**config.mk**
```make
export PLATFORM = sky130hd
export DESIGN_NAME = magma_cipher_core
export DESIGN_NICKNAME = d
export VERILOG_FILES = /design/src/rtl/magma_pkg.sv /design/src/rtl/magma_round.sv /design/src/rtl/magma_cipher_core.sv
export SDC_FILE = /design/constraint.sdc
export NUM_CORES = 1
export LEC_CHECK = 0
export BUFFER_PORTS_ARGS = -buffer_cell sky130_fd_sc_hd__buf_2
export CAP_MARGIN = 20
export CORE_MARGIN = 2
export CORE_UTILIZATION = 30
export DETAILED_ROUTE_END_ITERATION = 7
export GPL_TIMING_DRIVEN = 0
export PLACE_DENSITY = 0.5
export SKIP_CTS_REPAIR_TIMING = 1
export SYNTH_ARGS = -nofsm -noshare
export SYNTH_HDL_FRONTEND = slang
export SYNTH_SLANG_ARGS = --single-unit
```
**constraint.sdc**
```tcl
create_clock -name clk -period 5.6 [get_ports clk]
set_input_delay 0.28 -clock clk [delete_from_list [all_inputs] [get_ports clk]]
set_output_delay 0.28 -clock clk [all_outputs]
set_load 0.005 [all_outputs]
```
**src/rtl/magma_pkg.sv**
```systemverilog
// Shared definitions for the Magma (GOST R 34.12-2015) block cipher core:
// S-box tables, round function, key schedule and FSM state type.
package magma_pkg;

    typedef enum logic [1:0] {IDLE, RUN, DONE} state_t;

    // key_t[7] holds K1 (key[255:224]) and key_t[0] holds K8.
    typedef logic [7:0][31:0] key_t;

    localparam logic [3:0] PI [0:7][0:15] = '{
        '{4'hC, 4'h4, 4'h6, 4'h2, 4'hA, 4'h5, 4'hB, 4'h9, 4'hE, 4'h8, 4'hD, 4'h7, 4'h0, 4'h3, 4'hF, 4'h1},
        '{4'h6, 4'h8, 4'h2, 4'h3, 4'h9, 4'hA, 4'h5, 4'hC, 4'h1, 4'hE, 4'h4, 4'h7, 4'hB, 4'hD, 4'h0, 4'hF},
        '{4'hB, 4'h3, 4'h5, 4'h8, 4'h2, 4'hF, 4'hA, 4'hD, 4'hE, 4'h1, 4'h7, 4'h4, 4'hC, 4'h9, 4'h6, 4'h0},
        '{4'hC, 4'h8, 4'h2, 4'h1, 4'hD, 4'h4, 4'hF, 4'h6, 4'h7, 4'h0, 4'hA, 4'h5, 4'h3, 4'hE, 4'h9, 4'hB},
        '{4'h7, 4'hF, 4'h5, 4'hA, 4'h8, 4'h1, 4'h6, 4'hD, 4'h0, 4'h9, 4'h3, 4'hE, 4'hB, 4'h4, 4'h2, 4'hC},
        '{4'h5, 4'hD, 4'hF, 4'h6, 4'h9, 4'h2, 4'hC, 4'hA, 4'hB, 4'h7, 4'h8, 4'h1, 4'h4, 4'h3, 4'hE, 4'h0},
        '{4'h8, 4'hE, 4'h2, 4'h5, 4'h6, 4'h9, 4'h1, 4'hC, 4'hF, 4'h4, 4'hB, 4'h0, 4'hD, 4'hA, 4'h3, 4'h7},
        '{4'h1, 4'h7, 4'hE, 4'hD, 4'h0, 4'h5, 4'h8, 4'h3, 4'h4, 4'hF, 4'hA, 4'h6, 4'h9, 4'hC, 4'hB, 4'h2}
    };

    function automatic logic [31:0] magma_g(input logic [31:0] k, input logic [31:0] a);
        logic [31:0] t;
        logic [31:0] s;
        t = a + k;
        s = '0;
        for (int i = 0; i < 8; i++) s[4*i +: 4] = PI[i][t[4*i +: 4]];
        return {s[20:0], s[31:21]};
    endfunction

    // Returns the 0-based subkey number (0 = K1 .. 7 = K8) for a round.
    function automatic logic [2:0] magma_key_idx(input logic [4:0] rnd, input logic dec);
        logic [4:0] r;
        r = dec ? 5'd31 - rnd : rnd;
        return (r < 5'd24) ? r[2:0] : 3'd7 - r[2:0];
    endfunction

endpackage

```
**src/rtl/magma_round.sv**
```systemverilog
// One combinational Magma Feistel round: (L,R) -> (R, L ^ g(k,R)).
module magma_round
    import magma_pkg::*;
(
    input  logic [31:0] l,
    input  logic [31:0] r,
    input  logic [31:0] k,
    output logic [31:0] l_nxt,
    output logic [31:0] r_nxt
);

    assign l_nxt = r;
    assign r_nxt = l ^ magma_g(k, r);

endmodule

```
**src/rtl/magma_cipher_core.sv**
```systemverilog
// Magma 64-bit block cipher core, ROUNDS_PER_CYCLE unrolled rounds per clock,
// valid/ready on input and output.
module magma_cipher_core
    import magma_pkg::*;
#(
    parameter int ROUNDS_PER_CYCLE = 1
) (
    input  logic         clk,
    input  logic         reset_,
    input  logic         in_valid,
    output logic         in_ready,
    input  logic         decrypt,
    input  logic [63:0]  data_in,
    input  logic [255:0] key,
    output logic         out_valid,
    input  logic         out_ready,
    output logic [63:0]  data_out
);

    localparam int RPC = ROUNDS_PER_CYCLE;

    if (!(RPC == 1 || RPC == 2 || RPC == 4 || RPC == 8 || RPC == 16 || RPC == 32)) begin : g_bad_rpc
        $error("magma_cipher_core: ROUNDS_PER_CYCLE must be 1, 2, 4, 8, 16 or 32");
    end

    state_t      state, state_nxt;
    logic [5:0]  cnt;
    logic [5:0]  cnt_nxt;
    logic        last;
    logic        accept;
    logic [31:0] l_q, r_q;
    key_t        key_q;
    logic        dec_q;

    logic [RPC:0][31:0]   l_ch, r_ch;
    logic [RPC-1:0][31:0] k_ch;

    assign l_ch[0] = l_q;
    assign r_ch[0] = r_q;

    // Round chain: stage j evaluates absolute round cnt+j, which stays below 32 in RUN.
    for (genvar j = 0; j < RPC; j++) begin : g_rnd
        assign k_ch[j] = key_q[3'd7 - magma_key_idx(cnt[4:0] + 5'(j), dec_q)];
        magma_round u_round (
            .l     (l_ch[j]),
            .r     (r_ch[j]),
            .k     (k_ch[j]),
            .l_nxt (l_ch[j+1]),
            .r_nxt (r_ch[j+1])
        );
    end

    assign cnt_nxt   = cnt + 6'(RPC);
    assign last      = (cnt_nxt == 6'd32);
    assign accept    = in_valid && in_ready;
    assign out_valid = (state == DONE);

    always_comb begin
        state_nxt = state;
        case (state)
            IDLE:    if (accept)    state_nxt = RUN;
            RUN:     if (last)      state_nxt = DONE;
            DONE:    if (out_ready) state_nxt = IDLE;
            default:                state_nxt = IDLE;
        endcase
    end

    always_ff @(posedge clk or negedge reset_) begin
        if (!reset_) begin
            state    <= IDLE;
            in_ready <= 1'b0;
            cnt      <= '0;
            l_q      <= '0;
            r_q      <= '0;
            key_q    <= '0;
            dec_q    <= 1'b0;
            data_out <= '0;
        end else begin
            state    <= state_nxt;
            // Registered so it stays low for the first clock after reset release.
            in_ready <= (state_nxt == IDLE);
            case (state)
                IDLE: if (accept) begin
                    l_q   <= data_in[63:32];
                    r_q   <= data_in[31:0];
                    key_q <= key;
                    dec_q <= decrypt;
                    cnt   <= '0;
                end
                RUN: begin
                    l_q <= l_ch[RPC];
                    r_q <= r_ch[RPC];
                    cnt <= cnt_nxt;
                    if (last) data_out <= {r_ch[RPC], l_ch[RPC]};
                end
                default: ;
            endcase
        end
    end

endmodule

```
# [Yosys cells after proc, flatten, opt, wreduce, memory -nomap -nowiden]
# Memories as Yosys holds them, arrays and structs flattened.
# Cells that the tools add are included.
[word_totals] latchBits=0 inputBits=325 elab_cells=88 romBits=512 mem_count=8 out_inout_bits=66 ram_bits=0 ff_bits=394
[classes] n_shift=0 order_cmp=10 n_eq_ne=4 n_reduce_logical=7 addsub=5 n_mul=0 mux=30 div_mod_pow=0 n_bitwise=9
[memory_table] name="(no name shown)" words=16 word_bits=4 rd=1 rd_clocked_by_memory_dff=0 write_ports=0 line="magma_pkg.sv:26" rtl="for (int i = 0; i < 8; i++) s[4*i +: 4] = PI[i][t[4*i +: 4]];"
[memory_table] name="(no name shown)" words=16 word_bits=4 rd=1 rd_clocked_by_memory_dff=0 write_ports=0 line="magma_pkg.sv:26"
[memory_table] name="(no name shown)" words=16 word_bits=4 rd=1 rd_clocked_by_memory_dff=0 write_ports=0 line="magma_pkg.sv:26"
[memory_table] name="(no name shown)" words=16 word_bits=4 rd=1 rd_clocked_by_memory_dff=0 write_ports=0 line="magma_pkg.sv:26"
[memory_table] name="(no name shown)" words=16 word_bits=4 rd=1 rd_clocked_by_memory_dff=0 write_ports=0 line="magma_pkg.sv:26"
[memory_table] name="(no name shown)" words=16 word_bits=4 rd=1 rd_clocked_by_memory_dff=0 write_ports=0 line="magma_pkg.sv:26"
[memory_table] name="+2 memories"
[op_table] op="32-bit case mux with 2 select lines" n=2
[op_table] op="32-bit binary-select mux with 3-bit select" n=1
[op_table] op="32-bit 2-to-1 mux" n=3
[op_table] op="4-bit 2-to-1 mux" n=16
[op_table] op="5-bit >= comparator (second input constant)" n=8
[op_table] op="4-bit NOT with 5-bit output" n=8
[op_table] op="32-bit adder" n=1
[op_table] op="32-bit bitwise XOR" n=1
[op_table] op="6-bit case mux with 2 select lines" n=1
[op_table] op="6-bit by 1-bit adder with 6-bit output (second input constant)" n=1
[op_table] op="6-bit == test (second input constant)" n=1
[op_table] op="2-bit 2-to-1 mux" n=3
[op_table] op="6-bit 2-to-1 mux" n=1
[op_table] op="2-bit case mux with 3 select lines" n=1
[op_table] op="2-bit AND reduction" n=3
[op_table] op="3-bit subtractor (first input constant)" n=2
[op_table] op="5-bit < comparator (second input constant)" n=1
[op_table] op="5-bit 2-to-1 mux" n=1
[op_table] op="5-bit subtractor (first input constant)" n=1
[op_table] op="2-bit zero test" n=2
[op_table] op="3-bit by 4-bit < comparator with 1-bit output (second input constant)" n=1
[op_table] op="3-bit 2-to-1 mux" n=1
[op_table] op="2-bit by 1-bit == test with 1-bit output (second input constant)" n=1
[op_table] op="2-bit == test (second input constant)" n=1
[op_table] op="3 further kinds" n=3

# [Longest topological paths before layout]
[depth] word_depth=14 mapped_depth=22 mapped_depth_nobuf=21

# [Hierarchy]
# Synthesis repeated with hierarchy kept, for this count alone.
[unflattened] cells_unflattened=1999 area_unflattened_um2=21409.3
[by_module_without_submodules] mod="magma_cipher_core" cells_per_inst=1574 area_each_um2=18052.3 seq_area_each_um2=9859.5 instances=1
[by_module_without_submodules] mod="magma_round" cells_per_inst=425 area_each_um2=3357.0 seq_area_each_um2=0.0 instances=1

# [Worst setup path before layout]
# Ideal clock, no wire load.
[synth_timing] path_type="register to register" start="register cnt[3]" end="register r_q[7]" path_stages_with_launch=23 t_arrival_ps=5716 setup_ps=137 n_path_buf=1 t_required_ps=5463 setup_slack_ps=-253 synth_period_minus_slack_ps=5853 path_cell_list="dfrtp_1 > a21oi_1 > nor2_2 > xnor2_1 > clkbuf_1 > mux4_2 > mux2_2 > ha_1 > fa_1 > a21o_1 > a221o_1 > a21oi_2 > o21ai_0 > a21oi_1 > o41ai_1 > nor2_1 > inv_1 > ha_1 > o32ai_1 > a22oi_1 > a211oi_1 > xor2_1 > a21oi_1"
[synth_between] elab_chain_len=14
[synth_rtl] item="from (decl)" line="magma_cipher_core.sv:27" rtl="logic [5:0] cnt;"
[synth_rtl] item="from (signal assigned)" line="magma_cipher_core.sv:93" rtl="cnt <= cnt_nxt;"
[synth_rtl] item="5-bit subtractor" line="magma_pkg.sv:33" rtl="r = dec ? 5'd31 - rnd : rnd;"
[synth_rtl] item="5-bit 2-to-1 mux *" line="magma_pkg.sv:33"
[synth_rtl] item="5-bit < comparator *" line="magma_pkg.sv:34" rtl="return (r < 5'd24) ? r[2:0] : 3'd7 - r[2:0];"
[synth_rtl] item="3-bit 2-to-1 mux *" line="magma_pkg.sv:34"
[synth_rtl] item="3-bit subtractor *" line="magma_cipher_core.sv:43" rtl="assign k_ch[j] = key_q[3'd7 - magma_key_idx(cnt[4:0] + 5'(j), dec_q)];"
[synth_rtl] item="32-bit binary-select mux with 3-bit select *" line="magma_cipher_core.sv:43"
[synth_rtl] item="32-bit 2-to-1 mux (implied by the code) *" line="magma_cipher_core.sv:43"
[synth_rtl] item="32-bit adder *" line="magma_pkg.sv:24" rtl="t = a + k;"
[synth_rtl] item="4-bit NOT with 5-bit output (implied by the code) *" line="magma_pkg.sv:26"
[synth_rtl] item="memory read 16 x 4 bit *"
[synth_rtl] item="4-bit 2-to-1 mux (implied by the code) * (2 in a row)" line="magma_pkg.sv:26"
[synth_rtl] item="32-bit bitwise XOR *" line="magma_round.sv:13" rtl="assign r_nxt = l ^ magma_g(k, r);"
[synth_rtl] item="32-bit case mux with 2 select lines *" line="magma_cipher_core.sv:82" rtl="case (state)"
[synth_rtl] item="to (signal assigned)" line="magma_cipher_core.sv:85" rtl="r_q <= data_in[31:0];"
[synth_rtl] item="to (signal assigned)" line="magma_cipher_core.sv:92" rtl="r_q <= r_ch[RPC];"
[synth_rtl] item="to (decl)" line="magma_cipher_core.sv:31" rtl="logic [31:0] l_q, r_q;"
# Every way passes the cells marked *; elsewhere a longest branch is shown, timed or not. The select of a mux whose other input is x is not followed.
# A chain may end at the register's enable or synchronous reset.

# [Final worst setup path]
[layout_timing] start="register cnt[4]" end="register r_q[7]"
# The elaborated chain is that of the path after synthesis.

==> results.sh <==
export IMPL_grt_pass1_wl_um=125000
export IMPL_ys_warn_count=0
export IMPL_synth_flop_cell="dfrtp_1"
export IMPL_regToRegSetupSlack_ns=0.02
export IMPL_syn_to_final_growth_pct=41.0
export IMPL_grt_usage_pct=23.0
export IMPL_worstSetupEndpointType="flip-flop"
export IMPL_pin_count=391
export IMPL_cts_htree_levels=2
export IMPL_r2r_cells=23
export IMPL_hold_depth=4
export IMPL_cp_max_fo=7
export IMPL_wl_per_cell_um=21.6
export IMPL_clk_path_buf_depth=3
export IMPL_start_util_pct=30.3
export IMPL_hp_start="data_in[23]"
export IMPL_nets=3519
export IMPL_dr_pass1_iters=5
export IMPL_ys_types=75
export IMPL_die_area_mm2=0.0727
export IMPL_final_layout_size_suffix_gt1_share_pct=23.0
export IMPL_worstSetupPathType="reg2reg"
export IMPL_synthCells=2359
export IMPL_gp_congestion=0.929
export IMPL_layoutNonFillerInstCount=4100
export IMPL_fin_setup_tns_ns=0
export IMPL_yosysTopAreaCell="dfrtp_1"
export IMPL_synth_edf_count=0
export IMPL_drc=0
export IMPL_status="finished clean"
export IMPL_rows=97
export IMPL_synth_nets=2755
export IMPL_maxSlewViolCount=0
export IMPL_min_period_ns=5.58
export IMPL_fp_dieW_um=270
export IMPL_overflow=0
export IMPL_port_buffer_count=390
export IMPL_grt_pass1_vias=19417
export IMPL_skew_ns=0.0353
export IMPL_dp_cells=3693
export IMPL_finalCritPeriodShare_pct=99.7
export IMPL_place_hpwl_um=66100
export IMPL_synth_seq_cells=394
export IMPL_synthArstFlopShare_pct=100
export IMPL_fp_dieH_um=270
export IMPL_setup_viol=0
export IMPL_synth_seq_area_share_pct=46.6
export IMPL_cap_violations=0
export IMPL_numCtsBuffers=47
export IMPL_drtAntennaViolNets=0
export IMPL_grt_setup_unrepaired="yes"
export IMPL_start_kind="flip-flop"
export IMPL_cts_tree="yes"
export IMPL_ys_top_cells_by_count="1,081 x nand2_1, 394 x dfrtp_1, 104 x clkbuf_1"
export IMPL_num_vias=20292
export IMPL_clkSinkCount=394
export IMPL_syn_area_per_cell_um2=8.97
export IMPL_max_slew_worst_pin_slew_ns=1.12
export IMPL_synth_area_mm2=0.0212
export IMPL_antenna_found_initial=2
export IMPL_avgViaCountPerCell=4.95
export IMPL_insertion_delay_ns=0.62
export IMPL_synth_most_common_cell="nand2_1"
export IMPL_min_path_type="in2reg"
export IMPL_reg2reg_from="cnt[4]"
export IMPL_routed_wl_um=88600
export IMPL_fillers=6960
export IMPL_max_slew_margin_rel_pct=25.2
export IMPL_drt_iter0_drc=1568
export IMPL_synth_top_area_share_pct=46.6
export IMPL_cp_startpoint="cnt[4]"
export IMPL_arrival_ns=6.03
export IMPL_core_mm2=0.0699
export IMPL_final_hold_viol_count=0
export IMPL_grt_max_degree=120
export IMPL_cts_root_buffer_cell="clkbuf_16"
export IMPL_netlist_top_cells_area="dfrtp_1 47%, nand2_1 19%, mux4_2 7.9%"
export IMPL_worstPathRequired_ns=6.05
export IMPL_path_clk_slew_ns=0.06
export IMPL_max_clock_freq_ghz=0.179
## worst max-delay path, stage by stage, from the launching register on
cell	delay, ns
dfrtp_1	0.42
a21oi_2	0.10
nor2_4	0.29
xnor2_4	0.17
buf_12	0.17
buf_16	0.12
mux4_2	0.53
mux2_4	0.34
ha_4	0.17
fa_2	0.34
a21o_1	0.18
a221o_1	0.43
a21oi_4	0.30
o21bai_1	0.12
a311o_1	0.29
a21oi_2	0.25
nor2_2	0.10
buf_6	0.14
ha_4	0.15
nand4_1	0.08
a22oi_2	0.08
a211oi_4	0.33
xor2_1	0.23
a21oi_1	0.09
## flip-flops by register name (all words and copies together) (netlist names)
name and cells:
key_q 256, data_out 64, l_q 32, r_q 32, cnt 6, state 2
dec_q 1, in_ready 1
## worst paths after layout
kind / endpoint
worst max-delay path: r_q[7]
min in group asynchronous: data_out[51]
max in group asynchronous: key_q[98]
worst max register to register: r_q[7]
worst min-delay path: r_q[23]
worst min register to register: key_q[244]
## metal layers
layer  part of all wire (%)  wire length (µm)  GRT usage (%)
met5                      0                 0              0
met4                    3.0              2660           7.05
met3                    5.4              4750           3.42
met2                     49             43500           39.0
met1                     43             37700           30.4
## area by class of cell
| class | count | area (µm²) | share of cell area (%) |
|---|---|---|---|
| Tap cell | 940 | 1180 | 3.94 |
| Buffer | 126 | 647 | 2.17 |
| Timing Repair Buffer | 717 | 5250 | 17.6 |
| Clock inverter | 19 | 334 | 1.12 |
| Sequential cell | 394 | 9860 | 33.0 |
| Inverter | 34 | 128 | 0.428 |
| Multi-Input combinational cell | 1803 | 11100 | 37.3 |
| Antenna cell | 2 | 5.00 | 0.0168 |
| Clock buffer | 65 | 1310 | 4.40 |
## cell usage in the layout, fill, tap and decap left out, types with 21 or more instances in the layout
| cell | synthesis | layout |
|---|---|---|
| ha_1 | 70 | 61 |
| mux4_2 | 74 | 74 |
| inv_1 | 34 | 31 |
| xnor2_1 | 34 | 26 |
| a22oi_1 | 33 | 32 |
| a21oi_1 | 67 | 55 |
| buf_4 | 4 | 33 |
| nand2_1 | 1081 | 1079 |
| nor2_1 | 42 | 37 |
| clkbuf_16 | 0 | 47 |
| and3_1 | 33 | 33 |
| o21ai_0 | 69 | 65 |
| buf_2 | 5 | 394 |
| dlygate4sd3_1 | 0 | 291 |
| nand3_1 | 26 | 25 |
| clkbuf_1 | 104 | 98 |
| xor2_1 | 22 | 21 |
| mux2_2 | 35 | 33 |
| dfrtp_1 | 394 | 393 |
## kinds of logic (layout without fill, tap and decap cells)
group / count (synthesis) / in the layout / synth area share (%)
compound gates: 307 / 307 / 9.63
xor+xnor: 57 / 57 / 2.40
fa+ha+maj: 71 / 71 / 4.23
buf+inv: 162 / 961 / 3.24
flops: 394 / 394 / 46.6
mux: 119 / 119 / 10.2
other cells: 0 / 2 / 0
simple gates: 1249 / 1249 / 23.7
## through the flow
step           setup slack, ns  hold WS (ns)  util [%]  cell area [µm²]
6_report                0.0166        0.0243      42.7            29800
5_1_grt                 -0.185        0.0217      42.7            29800
4_1_cts                  -1.88        -0.441      37.3            26000
3_5_place_dp             -1.87         0.223      34.9            24400
3_3_place_gp             -3.88         0.453      34.8            24300
2_1_floorplan            0.142       -0.0156         -            21200
Power is not shown: default switching activity piles up to over one toggle a cycle in this logic, so the estimate is an artifact.
